--- src/rtl/microstep_pkg.sv ---
`default_nettype none
// ============================================================================
// microstep_pkg : shared types, constants and step arithmetic for the sequencer
// Rev 1.0
// ============================================================================
package microstep_pkg;

   localparam int STEPS_PER_CYCLE  = 256;
   localparam int FULL_STEP_COUNTS = 64;
   localparam int MAX_USTEP_SEL    = 6;
   localparam int POS_W            = $clog2(STEPS_PER_CYCLE);

   typedef enum logic [0:0] {
      IDLE = 1'b0,
      RUN  = 1'b1
   } seq_state_t;

   typedef struct packed {
      logic       dir;
      logic [2:0] sel;
      logic       interp;
   } step_cmd_t;

   function automatic logic [6:0] step_inc(input logic [2:0] sel);
      logic [2:0] s;
      s = (sel > 3'(MAX_USTEP_SEL)) ? 3'(MAX_USTEP_SEL) : sel;
      return 7'(FULL_STEP_COUNTS) >> s;
   endfunction

   // Electrical position wraps naturally at POS_W bits.
   function automatic logic [POS_W-1:0] pos_move(input logic [POS_W-1:0] p,
                                                 input logic             up,
                                                 input logic [6:0]       amt);
      return up ? (p + POS_W'(amt)) : (p - POS_W'(amt));
   endfunction

endpackage
`default_nettype wire

--- src/rtl/interp_timer.sv ---
`default_nettype none
// ============================================================================
// interp_timer : reloadable countdown that ticks every max(div,1) clocks
// Rev 1.0
// ============================================================================
module interp_timer #(
   parameter int DIV_W = 16
) (
   input  logic             clk,
   input  logic             reset,
   input  logic             load,
   input  logic             run,
   input  logic [DIV_W-1:0] div,
   output logic             tick
);

   logic [DIV_W-1:0] cnt;
   logic [DIV_W-1:0] reload;

   assign reload = (div == '0) ? DIV_W'(1) : div;
   assign tick   = run && (cnt == DIV_W'(1));

   // div is sampled on every reload so changes apply from the next count.
   always_ff @(posedge clk or posedge reset) begin
      if (reset) begin
         cnt <= '0;
      end else if (load || tick) begin
         cnt <= reload;
      end else if (run) begin
         cnt <= cnt - DIV_W'(1);
      end
   end

endmodule
`default_nettype wire

--- src/rtl/microstep_sequencer.sv ---
`default_nettype none
// ============================================================================
// microstep_sequencer : step/dir commands to 8-bit phase position, with
// optional interpolation, one-deep pending buffer and sticky overrun. Rev 1.0
// ============================================================================
module microstep_sequencer
   import microstep_pkg::*;
#(
   parameter int DIV_W = 16
) (
   input  logic             clk,
   input  logic             reset,
   input  logic             enable,
   input  logic             step,
   input  logic             dir,
   input  logic [2:0]       ustep_sel,
   input  logic             interp_en,
   input  logic [DIV_W-1:0] interp_div,
   input  logic             clr_overrun,
   output logic [POS_W-1:0] pos,
   output logic             pos_upd,
   output logic             busy,
   output logic             overrun
);

   seq_state_t       state, state_n;
   logic             step_q;
   logic             step_edge;
   step_cmd_t        cmd_now, cmd;
   logic [POS_W-1:0] pos_n;
   logic             pos_upd_n;
   logic [6:0]       remaining, remaining_n;
   logic             run_dir, run_dir_n;
   logic             pend_valid, pend_valid_n;
   step_cmd_t        pend, pend_n;
   logic             overrun_n;
   logic             timer_load;
   logic             timer_run;
   logic             tick;
   logic             slot_free;
   logic             consumed;

   assign step_edge = step & ~step_q;
   assign cmd_now   = '{dir: dir, sel: ustep_sel, interp: interp_en};
   assign timer_run = enable && (state == RUN);

   interp_timer #(.DIV_W(DIV_W)) u_timer (
      .clk   (clk),
      .reset (reset),
      .load  (timer_load),
      .run   (timer_run),
      .div   (interp_div),
      .tick  (tick)
   );

   always_ff @(posedge clk or posedge reset) begin
      if (reset) begin
         state <= IDLE;
      end else begin
         state <= state_n;
      end
   end

   always_comb begin
      state_n      = state;
      pos_n        = pos;
      pos_upd_n    = 1'b0;
      remaining_n  = remaining;
      run_dir_n    = run_dir;
      pend_valid_n = pend_valid;
      pend_n       = pend;
      overrun_n    = overrun & ~clr_overrun;
      timer_load   = 1'b0;
      cmd          = cmd_now;
      slot_free    = ~pend_valid;
      consumed     = 1'b0;

      if (!enable) begin
         state_n      = IDLE;
         pend_valid_n = 1'b0;
      end else begin
         case (state)
            IDLE: begin
               // A leftover pending command runs first; a fresh edge then takes its slot.
               if (pend_valid || step_edge) begin
                  cmd = pend_valid ? pend : cmd_now;
                  if (cmd.interp) begin
                     state_n     = RUN;
                     remaining_n = step_inc(cmd.sel);
                     run_dir_n   = cmd.dir;
                     timer_load  = 1'b1;
                  end else begin
                     pos_n     = pos_move(pos, cmd.dir, step_inc(cmd.sel));
                     pos_upd_n = 1'b1;
                  end
                  pend_valid_n = pend_valid && step_edge;
                  if (pend_valid && step_edge) begin
                     pend_n = cmd_now;
                  end
               end
            end
            RUN: begin
               if (tick) begin
                  pos_n       = pos_move(pos, run_dir, 7'd1);
                  pos_upd_n   = 1'b1;
                  remaining_n = remaining - 7'd1;
                  if (remaining == 7'd1) begin
                     if (pend_valid) begin
                        if (pend.interp) begin
                           remaining_n  = step_inc(pend.sel);
                           run_dir_n    = pend.dir;
                           pend_valid_n = 1'b0;
                           slot_free    = 1'b1;
                        end else begin
                           state_n = IDLE;
                        end
                     end else if (step_edge && cmd_now.interp) begin
                        remaining_n = step_inc(cmd_now.sel);
                        run_dir_n   = cmd_now.dir;
                        consumed    = 1'b1;
                     end else begin
                        state_n = IDLE;
                     end
                  end
               end
               if (step_edge && !consumed) begin
                  if (slot_free) begin
                     pend_valid_n = 1'b1;
                     pend_n       = cmd_now;
                  end else begin
                     overrun_n = 1'b1;
                  end
               end
            end
            default: state_n = IDLE;
         endcase
      end
   end

   always_comb begin
      busy = (state == RUN);
   end

   always_ff @(posedge clk or posedge reset) begin
      if (reset) begin
         step_q     <= 1'b0;
         pos        <= '0;
         pos_upd    <= 1'b0;
         remaining  <= '0;
         run_dir    <= 1'b0;
         pend_valid <= 1'b0;
         pend       <= '0;
         overrun    <= 1'b0;
      end else begin
         step_q     <= step;
         pos        <= pos_n;
         pos_upd    <= pos_upd_n;
         remaining  <= remaining_n;
         run_dir    <= run_dir_n;
         pend_valid <= pend_valid_n;
         pend       <= pend_n;
         overrun    <= overrun_n;
      end
   end

endmodule
`default_nettype wire

--- config.mk ---
export PLATFORM = sky130hd
export DESIGN_NAME = microstep_sequencer
export DESIGN_NICKNAME = d
export VERILOG_FILES = /design/src/rtl/microstep_pkg.sv /design/src/rtl/interp_timer.sv /design/src/rtl/microstep_sequencer.sv
export SDC_FILE = /design/constraint.sdc
export NUM_CORES = 1
export LEC_CHECK = 0
export CORE_ASPECT_RATIO = 1.25
export CORE_UTILIZATION = 55
export CTS_CLUSTER_SIZE = 20
export DETAILED_ROUTE_END_ITERATION = 16
export HOLD_SLACK_MARGIN = 0.02
export MAX_ROUTING_LAYER = met4
export PLACE_DENSITY_LB_ADDON = 0.12
export SYNTH_ARGS = -nofsm -noshare
export SYNTH_HDL_FRONTEND = slang
export SYNTH_SLANG_ARGS = --single-unit
--- constraint.sdc ---
create_clock -name clk -period 8 [get_ports clk]
set_clock_uncertainty 0.2 [all_clocks]
set_input_delay 2.4 -clock clk [delete_from_list [all_inputs] [get_ports clk]]
set_output_delay 2.4 -clock clk [all_outputs]
set_load 0.01 [all_outputs]
* Word-level counts from Yosys, hierarchy flattened *
Index checks and enable logic that the tools add are counted.

word-level totals
  memories = 0
  bits in registers = 42
  bits in writable memories = 0
  bits in latches = 0
  output and inout port bits = 11
  ROM bits = 0
  logic and storage cells = 131

cells by class
  bitwise gates (word level) = 6
  reduce and logical (&&, ||, !) cells = 14
  shift-type cells = 3
  eq/ne operators = 13
  div/mod/pow operators = 0
  add/sub/neg operators = 6
  $lt $le $gt $ge = 3
  multiplexer cells = 74
  $mul = 0

operator list
  kind                                                    number
  2-to-1 mux 7 bit                                        7
  2-to-1 mux 16 bit                                       3
  2-to-1 mux 1 bit                                        44
  2-to-1 mux 8 bit                                        5
  2-to-1 mux 5 bit                                        5
  >> shifter 7 x 3 -> 7 bit (first input constant)        3
  == test 16 x 1 -> 1 bit (second input constant)         1
  logical NOT 16 bit                                      1
  one-hot mux 8 bit (2 select lines)                      1
  subtractor 16 x 1 -> 16 bit (second input constant)     1
  one-hot mux 7 bit (2 select lines)                      1
  one-hot mux 5 bit (2 select lines)                      1
  greater-than comparator 3 bit (second input constant)   3
  2-to-1 mux 3 bit                                        3
  adder 8 x 1 -> 8 bit (second input constant)            1
  adder 8 x 7 -> 8 bit                                    1
  inequality test 2 x 1 -> 1 bit (second input constant)  4
  inequality test 2 bit (second input constant)           4
  one-hot mux 1 bit (2 select lines)                      4
  AND reduction 4 bit                                     2
  subtractor 8 x 1 -> 8 bit (second input constant)       1
  subtractor 8 x 7 -> 8 bit                               1
  == test 7 x 1 -> 1 bit (second input constant)          1
  AND reduction 7 bit                                     1
  other kinds (11)                                        20

* Depth between registers and ports, before layout *
Gate-level depths: netlist of run 1.

  word-level depth = 14
  depth in mapped cells = 18
  gate-level depth less buffers = 16

* Cells and area by module *
A second synthesis of run 1 with hierarchy kept.

second synthesis, totals
  cells, all modules = 345
  area total of the unflattened synthesis = 3281.9 um2

by module, submodules not included
  module               instances  cells each  area each (um2)
  microstep_sequencer  1          250         2227.1
  interp_timer         1          95          1054.8

* Worst setup path after synthesis of run 1 *
No wires, ideal clock.

  kind = in2reg
  start point = input port ustep_sel[2]
  end point = register pos[7]
  arrival time = 5.864 ns
  path slack = 1.812 ns
  stages on the path = 15
  buffers on the path = 0
  required time = 7.676 ns
  library setup time = 0.124 ns
  cells stage by stage = mux2i_1 -> inv_2 -> ha_1 -> o31ai_1 -> ha_1 -> inv_1 -> a2111oi_0 -> mux2i_1 -> and3_1 -> ha_1 -> and3_1 -> a2111oi_0 -> o31a_1 -> o21ai_1 -> xnor2_1

between the ends
  cells in the longest elaborated chain, start to end = 9
  elaborated cells on any way between the ends = 10

RTL lines
  item                                                                      line                        RTL
  from (decl)                                                               microstep_sequencer.sv:16   input logic [2:0] ustep_sel,
  2-to-1 mux 5 bit (*)                                                      microstep_sequencer.sv:86   cmd = pend_valid ? pend : cmd_now;
  greater-than comparator 3 bit                                             microstep_pkg.sv:26         s = (sel > 3'(MAX_USTEP_SEL)) ? 3'(MAX_USTEP_SEL) : sel;
  2-to-1 mux 3 bit (*)                                                      microstep_pkg.sv:26
  >> shifter 7 x 3 -> 7 bit (*)                                             microstep_pkg.sv:27         return 7'(FULL_STEP_COUNTS) >> s;
  subtractor 8 x 7 -> 8 bit / adder 8 x 7 -> 8 bit (equally long branches)  microstep_pkg.sv:34         return up ? (p + POS_W'(amt)) : (p - POS_W'(amt));
  2-to-1 mux 8 bit (*)                                                      microstep_pkg.sv:34
  2-to-1 mux 8 bit (*)                                                      microstep_sequencer.sv:87   if (cmd.interp) begin
  2-to-1 mux 8 bit (*)                                                      microstep_sequencer.sv:85   if (pend_valid || step_edge) begin
  one-hot mux 8 bit (2 select lines) (*)                                    microstep_sequencer.sv:82   case (state)
  to (signal assigned)                                                      microstep_sequencer.sv:156  pos <= pos_n;
  to (decl)                                                                 microstep_sequencer.sv:20   output logic [POS_W-1:0] pos,

Mark *: on every way between the ends. The rest lies on a longest branch, timed or not. The select of a mux whose other input is x is not followed.
A chain may end at the register's enable or synchronous reset.

* Worst setup path after layout of run 1 *
Same ends and word-level chain as after synthesis.

==> metrics.md, run 1 <==
| Metric | Value |
|---|---|
| Die Wd | 71.0 um |
| Via count | 3018 |
| Netlist Area Pre-Place | 0.00327 sq mm |
| Share of layout cells above drive strength 1 | 9.82% |
| PwrDens | 239 mW/mm^2 |
| CP Launch Point | ustep_sel[2] |
| Full die area | 0.00626 sq mm |
| Clock Tree Root | clkbuf_8 |
| N_diodes | 0 |
| H-tree Lvls | 2 |
| Pleak | 1.45 nW |
| # rows | 31 |
| EDFF count, synth | 0 |
| Clock sinks | 42 |
| Endpoints failing hold | 0 |
| Gr usage total | 28.4% |
| Hold depth | 1 |
| Post-DP HPWL | 5860 um |
| Die height | 88.2 um |
| Routed wire length | 8120 um |
| Top-area cell type share of the netlist area | 32.1% |
| Status | finished with violations |
| Clk buf depth | 2 |
| Synth area leaders | dfrtp_1 32%, ha_1 5.0%, mux2_2 4.1%, nor2_1 3.6%, o21ai_0 3.5% |
| Vias in the first global route | 2961 |
| Final hold slack | 0.282 ns |
| Critical path's slowest cell | a2111oi_0 |
| Total Nets Final | 438 |
| Clock-pin slew on the worst setup and hold paths | 0.08 ns |
| Starting Density | 56.6% |
| Peak VDD IR | 0.185 mV |
| Placed insts | 457 |
| Warnings from Yosys | 0 |
| Total gr overflow | 0 |
| Crit path launch type | input pin |
| Yosys top cell by area | dfrtp_1 |
| Sequential cell area | 0.00105 sq mm |
| Peak Freq | 141 MHz |
| Reg2reg setup slack | 2.64 ns |
| Fillers | 480 |
| Worst EP required | 7.99 ns |
| Rel. slew slack | 23.4% |
| Resize count post-CTS | 0 |
| Remaining DRCs | 3 |
| Router iterations before antenna repair | 10 |
| Commonest cells after routing, fill and taps aside | 42 x dfrtp_1, 36 x clkdlybuf4s50_1, 31 x nor2_1 |
| TritonCTS buffer count | 5 |
| GP Congestion | 0.908 |
| Pin count of the biggest net entering global routing | 43 |
| Slowest stage delay, CP | 0.62 ns |
| Hold Buf Count CTS | 0 |
| Yosys reg bits | 42 |
| Ys async rst share | 100% |
| Design Power | 893 uW |
| Violated checks | DRC |
| Fin cells | 463 |
| Multi-input combinational cell area | 0.00209 sq mm |
| WS Path Type | input pin to flop |
| First-pass GRT wire length | 13600 um |
| Max-slew violations | 0 |
| Core area | 0.00578 sq mm |
| Worst-Skew Late Latency | 0.30 ns |
| Postcts setup bufs | 0 |
| Routed len/inst | 17.5 um |
| Most used cell, CP | ha_1 |
| RSZ-0062 raised after global routing | false |
| R2R depth | 15 |
| Crit path capture type | flop |
| CTS tree | done |
| Synth Instances | 372 |
| Period Utilization, post-route | 88.4% |
| Critical path, cell by cell | clkdlybuf4s50_1, mux2i_1, inv_2, ha_1, o31ai_1, ha_1, inv_1, a2111oi_0, mux2i_1, and3_1, ha_1, and3_1, a2111oi_0, o31a_1, o21ai_1, xnor2_1 |
| Min-delay worst type | flop to flop |
| Synth cell types | 73 |
| WP data arrival | 7.07 ns |
| Max-cap viol count | 0 |
| Slew @ Worst Pin | 1.15 ns |
| Port Buffers | 36 |
| Reg2Reg Launch Point | pend_valid$_DFFE_PP0P_ |
| TNS Setup | 0 ns |
| Mapped Nets | 412 |
| Post-Syn Area per Cell | 8.80 sq um |
| Main flop type after synthesis | dfrtp_1 |
| Final setup fails | 0 |
| HP Start | pos[7]$_DFFE_PP0P_ |
| Antenna violations before repair | 0 |
| DRT iter0 DRCs | 161 |
| Commonest non-fill, non-tap cell in the layout | dfrtp_1 |
| # IOs | 37 |
| Sequential fraction of the synthesis area | 32.1% |
| Routed Antenna Nets | 0 |
| Via/cell ratio | 6.52 |
| Syn-to-layout area delta | 14.2% |
| Crit-path max FO | 9 |
| Tmin final | 7.07 ns |
worst max-delay path, delay by kind of cell:
| family | cells | cell delay, ns |
|---|---|---|
| AND/OR/NAND/NOR | 2 | 0.40 |
| multiplexers | 2 | 0.71 |
| buffers and inverters | 3 | 0.76 |
| adder cells (fa/ha/maj) | 3 | 0.81 |
| AO/OA/AOI/OAI | 5 | 1.83 |
| XOR/XNOR | 1 | 0.16 |
metal layers:
| layer | vias up | share of wire (%) | routed length (um) | track usage (%) |
|---|---|---|---|---|
| li1 | 1466 | - | - | - |
| met2 | 80 | 53 | 4300 | 53.8 |
| met3 | 23 | 3.9 | 317 | 3.76 |
| met1 | 1449 | 40 | 3270 | 29.9 |
| met5 | - | 0 | 0 | - |
| met4 | 0 | 2.8 | 225 | 11.5 |
sequential cells by signal, summed over array words and instances, names as in the netlist, 5 cells and up:
| signal | flops |
|---|---|
| u_timer.cnt | 16 |
| pos | 8 |
| pend | 5 |
| remaining | 7 |
worst paths after layout:
check	to
setup / recovery	pos[7]$_DFFE_PP0P_
min in group asynchronous	u_timer.cnt[13]$_DFFE_PP0P_
hold reg to reg	pos[7]$_DFFE_PP0P_
hold / removal	pos[7]$_DFFE_PP0P_
setup reg to reg	pos[7]$_DFFE_PP0P_
max in group asynchronous	u_timer.cnt[8]$_DFFE_PP0P_
synthesized netlist by cell type (all sizes together) (3+ instances only):
master and instances:
nor2 31, a2111oi 4, clkbuf 14, ha 13, a32oi 3, or3b 4, mux2i 4, nand3 12
buf 5, or4 3, nor4 11, mux2 13, and3 5, a21oi 19, a21boi 3, nand2 30
a31oi 7, a22o 3, and2 3, nand3b 5, o211ai 3, or3 4, o22ai 4, nand2b 4
a21o 3, o21ai 24, nor3 14, o31ai 6, nand4 4, dfrtp 42, xnor2 11, a211oi 5
nor2b 4, inv 15, xor2 3
layout make-up:
type	instances	area share, %
flip-flops and latches	42	28.1
multi-input cells	296	55.9
well taps	66	2.21
inverters	15	1.51
clock buffers	6	2.21
repair buffers	38	10.0
kinds of logic (layout without fill, tap and decap cells):
family,Yosys count,count (layout),share of synthesized area (%)
adder cells (fa/ha/maj),14,14,5.58
AO/OA/AOI/OAI,107,107,23.3
buffers and inverters,34,59,4.05
AND/OR/NAND/NOR,144,144,25.5
flip-flops,42,42,32.1
XOR/XNOR,14,14,3.75
multiplexers,17,17,5.70
power by group:
group,switching (mW),total [mW],internal [mW]
clock network,0.0742,0.141,0.0667
registers,0.0879,0.362,0.275
logic,0.192,0.390,0.198
through the flow:
stage / instance area [sq um] / setup slack (ns) / util [%]
after floorplan: 3270 / 1.81 / -
after global placement: 3650 / 0.778 / 63.2
after detailed placement: 3650 / 0.654 / 63.2
after CTS: 3740 / 0.980 / 64.6
after global routing: 3740 / 0.556 / 64.6
final: 3740 / 0.926 / 64.6
Note: power is estimated with default switching activity, not from simulation.
==> run 2: changes to the inputs <==
--- a/config.mk
+++ b/config.mk
@@ -9,6 +9,7 @@
 export CORE_UTILIZATION = 55
 export CTS_CLUSTER_SIZE = 20
 export DETAILED_ROUTE_END_ITERATION = 16
+export DONT_BUFFER_PORTS = 1
 export HOLD_SLACK_MARGIN = 0.02
 export MAX_ROUTING_LAYER = met4
 export PLACE_DENSITY_LB_ADDON = 0.12
==> run 2 against run 1 <==
  * The run now ends clean
  * Count of clock-buffer cells in the layout grew 1
  * Combinational power shrank 17%
  * Via count shrank 4.3%
  * Critical path depth shrank 1
  * Largest cell class unchanged
  * First-iteration DRC count shrank 28%
  * Worst hold slack gained 0.024 ns
  * Sequential cell count is the same
  * Non-clock buffer count shrank 37
  * Register-to-register slack gained 0.02 ns
  * Die area is the same
  * Global-route usage is essentially flat
  * Routed wire length shrank 2.6%
==> metrics.md, run 2 (same netlist as run 1, synthesis figures left out) <==
| Metric | Value |
|---|---|
| Status | completed |
| Reg2reg setup slack | 2.66 ns |
| Routed wire length | 7910 um |
| Syn-to-layout area delta | 3.67% |
| Rel. slew slack | 24.6% |
| Commonest non-fill, non-tap cell in the layout | dfrtp_1 |
| Sequential cell area | 0.00105 sq mm |
| Slowest stage delay, CP | 0.59 ns |
| Die Wd | 71.0 um |
| Share of layout cells above drive strength 1 | 10.8% |
| Gr usage total | 28.4% |
| Postcts setup bufs | 0 |
| Clock sinks | 42 |
| Worst EP required | 7.99 ns |
| Starting Density | 56.6% |
| Most used cell, CP | ha_1 |
| Peak VDD IR | 0.143 mV |
| # IOs | 37 |
| Port Buffers | 0 |
| Hold Buf Count CTS | 0 |
| Pin count of the biggest net entering global routing | 43 |
| Critical path, cell by cell | mux2i_1, inv_2, ha_1, o31ai_1, ha_1, inv_1, a2111oi_0, mux2i_1, and3_1, ha_1, and3_1, a2111oi_0, o31a_1, o21ai_1, xnor2_1 |
| Largest regs | u_timer.cnt (16), pos (8), remaining (7) |
| Antenna violations before repair | 0 |
| RSZ-0062 raised after global routing | false |
| Post-DP HPWL | 6000 um |
| CTS tree | done |
| Max-slew violations | 0 |
| Total Nets Final | 401 |
| Routed Antenna Nets | 0 |
| Clk buf depth | 2 |
| Clock-pin slew on the worst setup and hold paths | 0.08 ns |
| WS Path Type | input pin to flop |
| Fillers | 518 |
| Post-DP Area | 0.00329 sq mm |
| WP data arrival | 6.44 ns |
| Router iterations before antenna repair | 12 |
| Max FFs per register | 16 |
| Slew @ Worst Pin | 1.13 ns |
| R2R depth | 15 |
| Total gr overflow | 0 |
| Tmin final | 6.46 ns |
| Resize count post-CTS | 0 |
| TNS Setup | 0 ns |
| Commonest cells after routing, fill and taps aside | 42 x dfrtp_1, 31 x nor2_1, 30 x nand2_1 |
| Period Utilization, post-route | 80.7% |
| Critical path's slowest cell | a2111oi_0 |
| # rows | 31 |
| Critical path depth | 15 |
| First-pass GRT wire length | 13500 um |
| Worst path bufs/invs | 2 |
| Crit path launch type | input pin |
| PwrDens | 256 mW/mm^2 |
| DRT iter0 DRCs | 116 |
| Core area | 0.00578 sq mm |
| Via/cell ratio | 6.75 |
| Cell family with most CP delay | compound AO/OA/AOI/OAI gates |
| Full die area | 0.00626 sq mm |
| TritonCTS buffer count | 5 |
| Die height | 88.2 um |
| Endpoints failing hold | 0 |
| Max-cap viol count | 0 |
| Via count | 2887 |
| Final setup fails | 0 |
| Vias in the first global route | 2982 |
| H-tree Lvls | 2 |
| Biggest register | u_timer.cnt |
| Remaining DRCs | 0 |
| Design Area, Final | 0.00339 sq mm |
| Routed len/inst | 18.5 um |
| Peak Freq | 155 MHz |
| Pleak | 1.31 nW |
| Clock Tree Root | clkbuf_8 |
| GP Congestion | 0.910 |
| Crit path capture type | flop |
| N_diodes | 0 |
| Min-delay worst type | flop to flop |
| Hold depth | 2 |
| Crit-path max FO | 9 |
| Multi-input combinational cell area | 0.00209 sq mm |
| Worst-Skew Late Latency | 0.30 ns |
## run 2: where the power goes
part | internal (mW) | total [mW] | switching (mW)
combinational | 0.153 | 0.325 | 0.171
sequential | 0.274 | 0.377 | 0.102
clock | 0.0935 | 0.168 | 0.0743
total | 0.521 | 0.869 | 0.348
## run 2: worst paths after layout
check	from	end
hold / removal	remaining[1]$_DFFE_PP0P_	remaining[1]$_DFFE_PP0P_
hold reg to reg	remaining[1]$_DFFE_PP0P_	remaining[1]$_DFFE_PP0P_
max in group asynchronous	reset	pos[7]$_DFFE_PP0P_
setup reg to reg	pend_valid$_DFFE_PP0P_	pos[7]$_DFFE_PP0P_
min in group asynchronous	reset	pos[1]$_DFFE_PP0P_
setup / recovery	ustep_sel[2]	pos[7]$_DFFE_PP0P_
## run 2: area by class of cell
class	count	share of cell area [%]
repair buffers	1	0.221
inverters	15	1.66
well taps	66	2.43
clock buffers	7	2.25
multi-input cells	296	61.6
clock inverters	1	0.885
flip-flops and latches	42	31.0
## run 2: worst reg2reg max path, cell delays in order (launching register included)
cell	delay (ns)
dfrtp_1	0.82
mux2i_1	0.56
inv_2	0.17
ha_1	0.29
o31ai_1	0.42
ha_1	0.25
inv_1	0.06
a2111oi_0	0.52
mux2i_1	0.23
and3_1	0.17
ha_1	0.29
and3_1	0.22
a2111oi_0	0.59
o31a_1	0.23
o21ai_1	0.07
xnor2_1	0.16
## run 2: through the flow
step	worst slack, ns	power [mW]	hold slack (ns)	cells	utilization (%)
after CTS	1.57	0.879	0.309	428	58.7
final	1.54	0.869	0.306	428	58.7
after detailed placement	1.21	0.706	0.292	420	56.9
after global routing	1.17	0.937	0.368	428	58.7
after floorplan	1.81	0.627	0.265	372	-
after global placement	1.36	0.691	0.288	420	56.9
## run 2: routing by layer
layer,global-route usage (%),wire length [um],vias to the layer above
met5,-,0,-
li1,-,-,1382
met4,12.7,257,0
met1,29.2,3050,1401
met2,53.8,4320,81
met3,3.99,292,23
==> run 3: changes to the inputs <==
==> constraint.sdc (replaced) <==
create_clock -name clk -period 5.6 [get_ports clk]
set_clock_uncertainty 0.2 [all_clocks]
set_input_delay 1.68 -clock clk [delete_from_list [all_inputs] [get_ports clk]]
set_output_delay 1.68 -clock clk [all_outputs]
set_load 0.01 [all_outputs]
==> run 3 against run 2 <==
  * The run now ends with DRC left
  * Setup slack got worse by 1.3 ns
  * Register-to-register slack got worse by 1.7 ns
  * Cell count increased by 0.93%
  * Largest cell class unchanged
  * Sequential power increased by 42%
==> metrics.md, run 3 (same netlist as run 1, synthesis figures left out) <==
| Metric | Value |
|---|---|
| Endpoints failing hold | 0 |
| First-pass GRT wire length | 13200 um |
| Routed wire length | 8040 um |
| Pleak | 1.33 nW |
| Commonest cells after routing, fill and taps aside | 42 x dfrtp_1, 31 x nor2_1, 30 x nand2_1 |
| WS Path Type | input pin to flop |
| Rel. slew slack | 22.8% |
| Share of layout cells above drive strength 1 | 12.3% |
| Max-cap viol count | 0 |
| Fillers | 525 |
| Die height | 88.2 um |
| CTS tree | done |
| Routed len/inst | 18.6 um |
| Total Nets Final | 405 |
| Worst-Skew Late Latency | 0.30 ns |
| Starting Density | 56.6% |
| Slowest stage delay, CP | 0.65 ns |
| N_diodes | 0 |
| Max FFs per register | 16 |
| Critical path's slowest cell | a2111oi_0 |
| Biggest register | u_timer.cnt |
| Clock sinks | 42 |
| H-tree Lvls | 2 |
| Via/cell ratio | 6.68 |
| GP Congestion | 0.898 |
| Via count | 2884 |
| Sequential cell area | 0.00105 sq mm |
| RSZ-0062 raised after global routing | false |
| Largest regs | u_timer.cnt (16), pos (8), remaining (7) |
| WP data arrival | 5.31 ns |
| Die Wd | 71.0 um |
| Period Utilization, post-route | 94.9% |
| Most used cell, CP | ha_1 |
| Port Buffers | 0 |
| Crit-path max FO | 9 |
| Post-DP HPWL | 5980 um |
| Syn-to-layout area delta | 4.24% |
| Router iterations before antenna repair | 12 |
| Critical path, cell by cell | mux2i_1, inv_2, ha_1, o31ai_1, ha_1, inv_1, a2111oi_0, mux2i_1, and3_1, ha_1, and3_1, a2111oi_0, o31a_1, o21ai_1, xnor2_1 |
| # rows | 31 |
| Violated checks | DRC |
| Total gr overflow | 0 |
| Final setup fails | 0 |
| Fin util | 59.0% |
| Commonest non-fill, non-tap cell in the layout | dfrtp_1 |
| TNS Setup | 0 ns |
| PwrDens | 356 mW/mm^2 |
| Pin count of the biggest net entering global routing | 43 |
| Worst EP required | 5.59 ns |
| Vias in the first global route | 2832 |
| Clock-pin slew on the worst setup and hold paths | 0.08 ns |
| Antenna violations before repair | 0 |
| Postcts setup bufs | 0 |
| Remaining DRCs | 3 |
| Peak Freq | 188 MHz |
| Multi-input combinational cell area | 0.00209 sq mm |
| Clock Tree Root | clkbuf_8 |
| Status | finished with violations |
| Hold Buf Count CTS | 0 |
| Resize count post-CTS | 0 |
| Crit path capture type | flop |
| # IOs | 37 |
| Full die area | 0.00626 sq mm |
| Clk buf depth | 2 |
| Max-slew violations | 0 |
| Setup WS pre-CTS | -0.0592 ns |
| TritonCTS buffer count | 5 |
| DRT iter0 DRCs | 204 |
| Gr usage total | 28.1% |
| Crit path launch type | input pin |
| Peak VDD IR | 0.197 mV |
| Min-delay worst type | flop to flop |
| Final worst slack | 0.286 ns |
| Core area | 0.00578 sq mm |
| Slew @ Worst Pin | 1.16 ns |
| Routed Antenna Nets | 0 |
| Tmin final | 5.31 ns |
==> run 3: through the flow <==
step                      power, mW  area, sq um  instances  hold WS [ns]
after CTS                      1.22         3410        432         0.315
after detailed placement       1.00         3320        424         0.296
after global routing           1.31         3410        432         0.347
after global placement        0.989         3320        424         0.289
final                          1.21         3410        432         0.311
after floorplan               0.896         3270        372         0.265
==> run 3: final timing paths <==
kind                                     startpoint                          end  slack (ns)  depth (start not counted)
hold / removal             remaining[1]$_DFFE_PP0P_     remaining[1]$_DFFE_PP0P_        0.31                          2
hold reg to reg            remaining[1]$_DFFE_PP0P_     remaining[1]$_DFFE_PP0P_        0.31                          2
min in group asynchronous                     reset  u_timer.cnt[10]$_DFFE_PP0P_        1.25                          1
setup reg to reg             pend_valid$_DFFE_PP0P_           pos[7]$_DFFE_PP0P_        0.93                         15
max in group asynchronous                     reset     remaining[6]$_DFFE_PP0P_        3.39                          1
setup / recovery                       ustep_sel[2]           pos[7]$_DFFE_PP0P_        0.29                         15
==> run 3: final cells by class <==
| class | count | area share [%] |
|---|---|---|
| multi-input cells | 296 | 61.2 |
| flip-flops and latches | 42 | 30.8 |
| well taps | 66 | 2.42 |
| repair buffers | 5 | 1.10 |
| clock buffers | 6 | 2.42 |
| inverters | 15 | 1.65 |
| clock inverters | 2 | 0.367 |
==> run 3: where the power goes <==
group          total (mW)  internal (mW)  switching, mW
Sequential          0.537          0.392          0.145
Combinational       0.462          0.220          0.242
Clock               0.215         0.0994          0.116
Total                1.21          0.712          0.502
==> run 3: metal layers <==
layer,global-route usage (%),up-vias,share of wire (%)
met5,-,-,0
met4,15.1,0,3.9
met3,3.99,25,4.1
met2,51.6,81,52
met1,29.3,1389,40
li1,-,1389,-
==> run 3: critical path: cells and delay by family <==
kind | cells | cell delay [ns]
compound gates | 5 | 1.75
xor+xnor | 1 | 0.15
fa+ha+maj | 3 | 0.76
buf+inv | 2 | 0.12
mux | 2 | 0.44
simple gates | 2 | 0.39
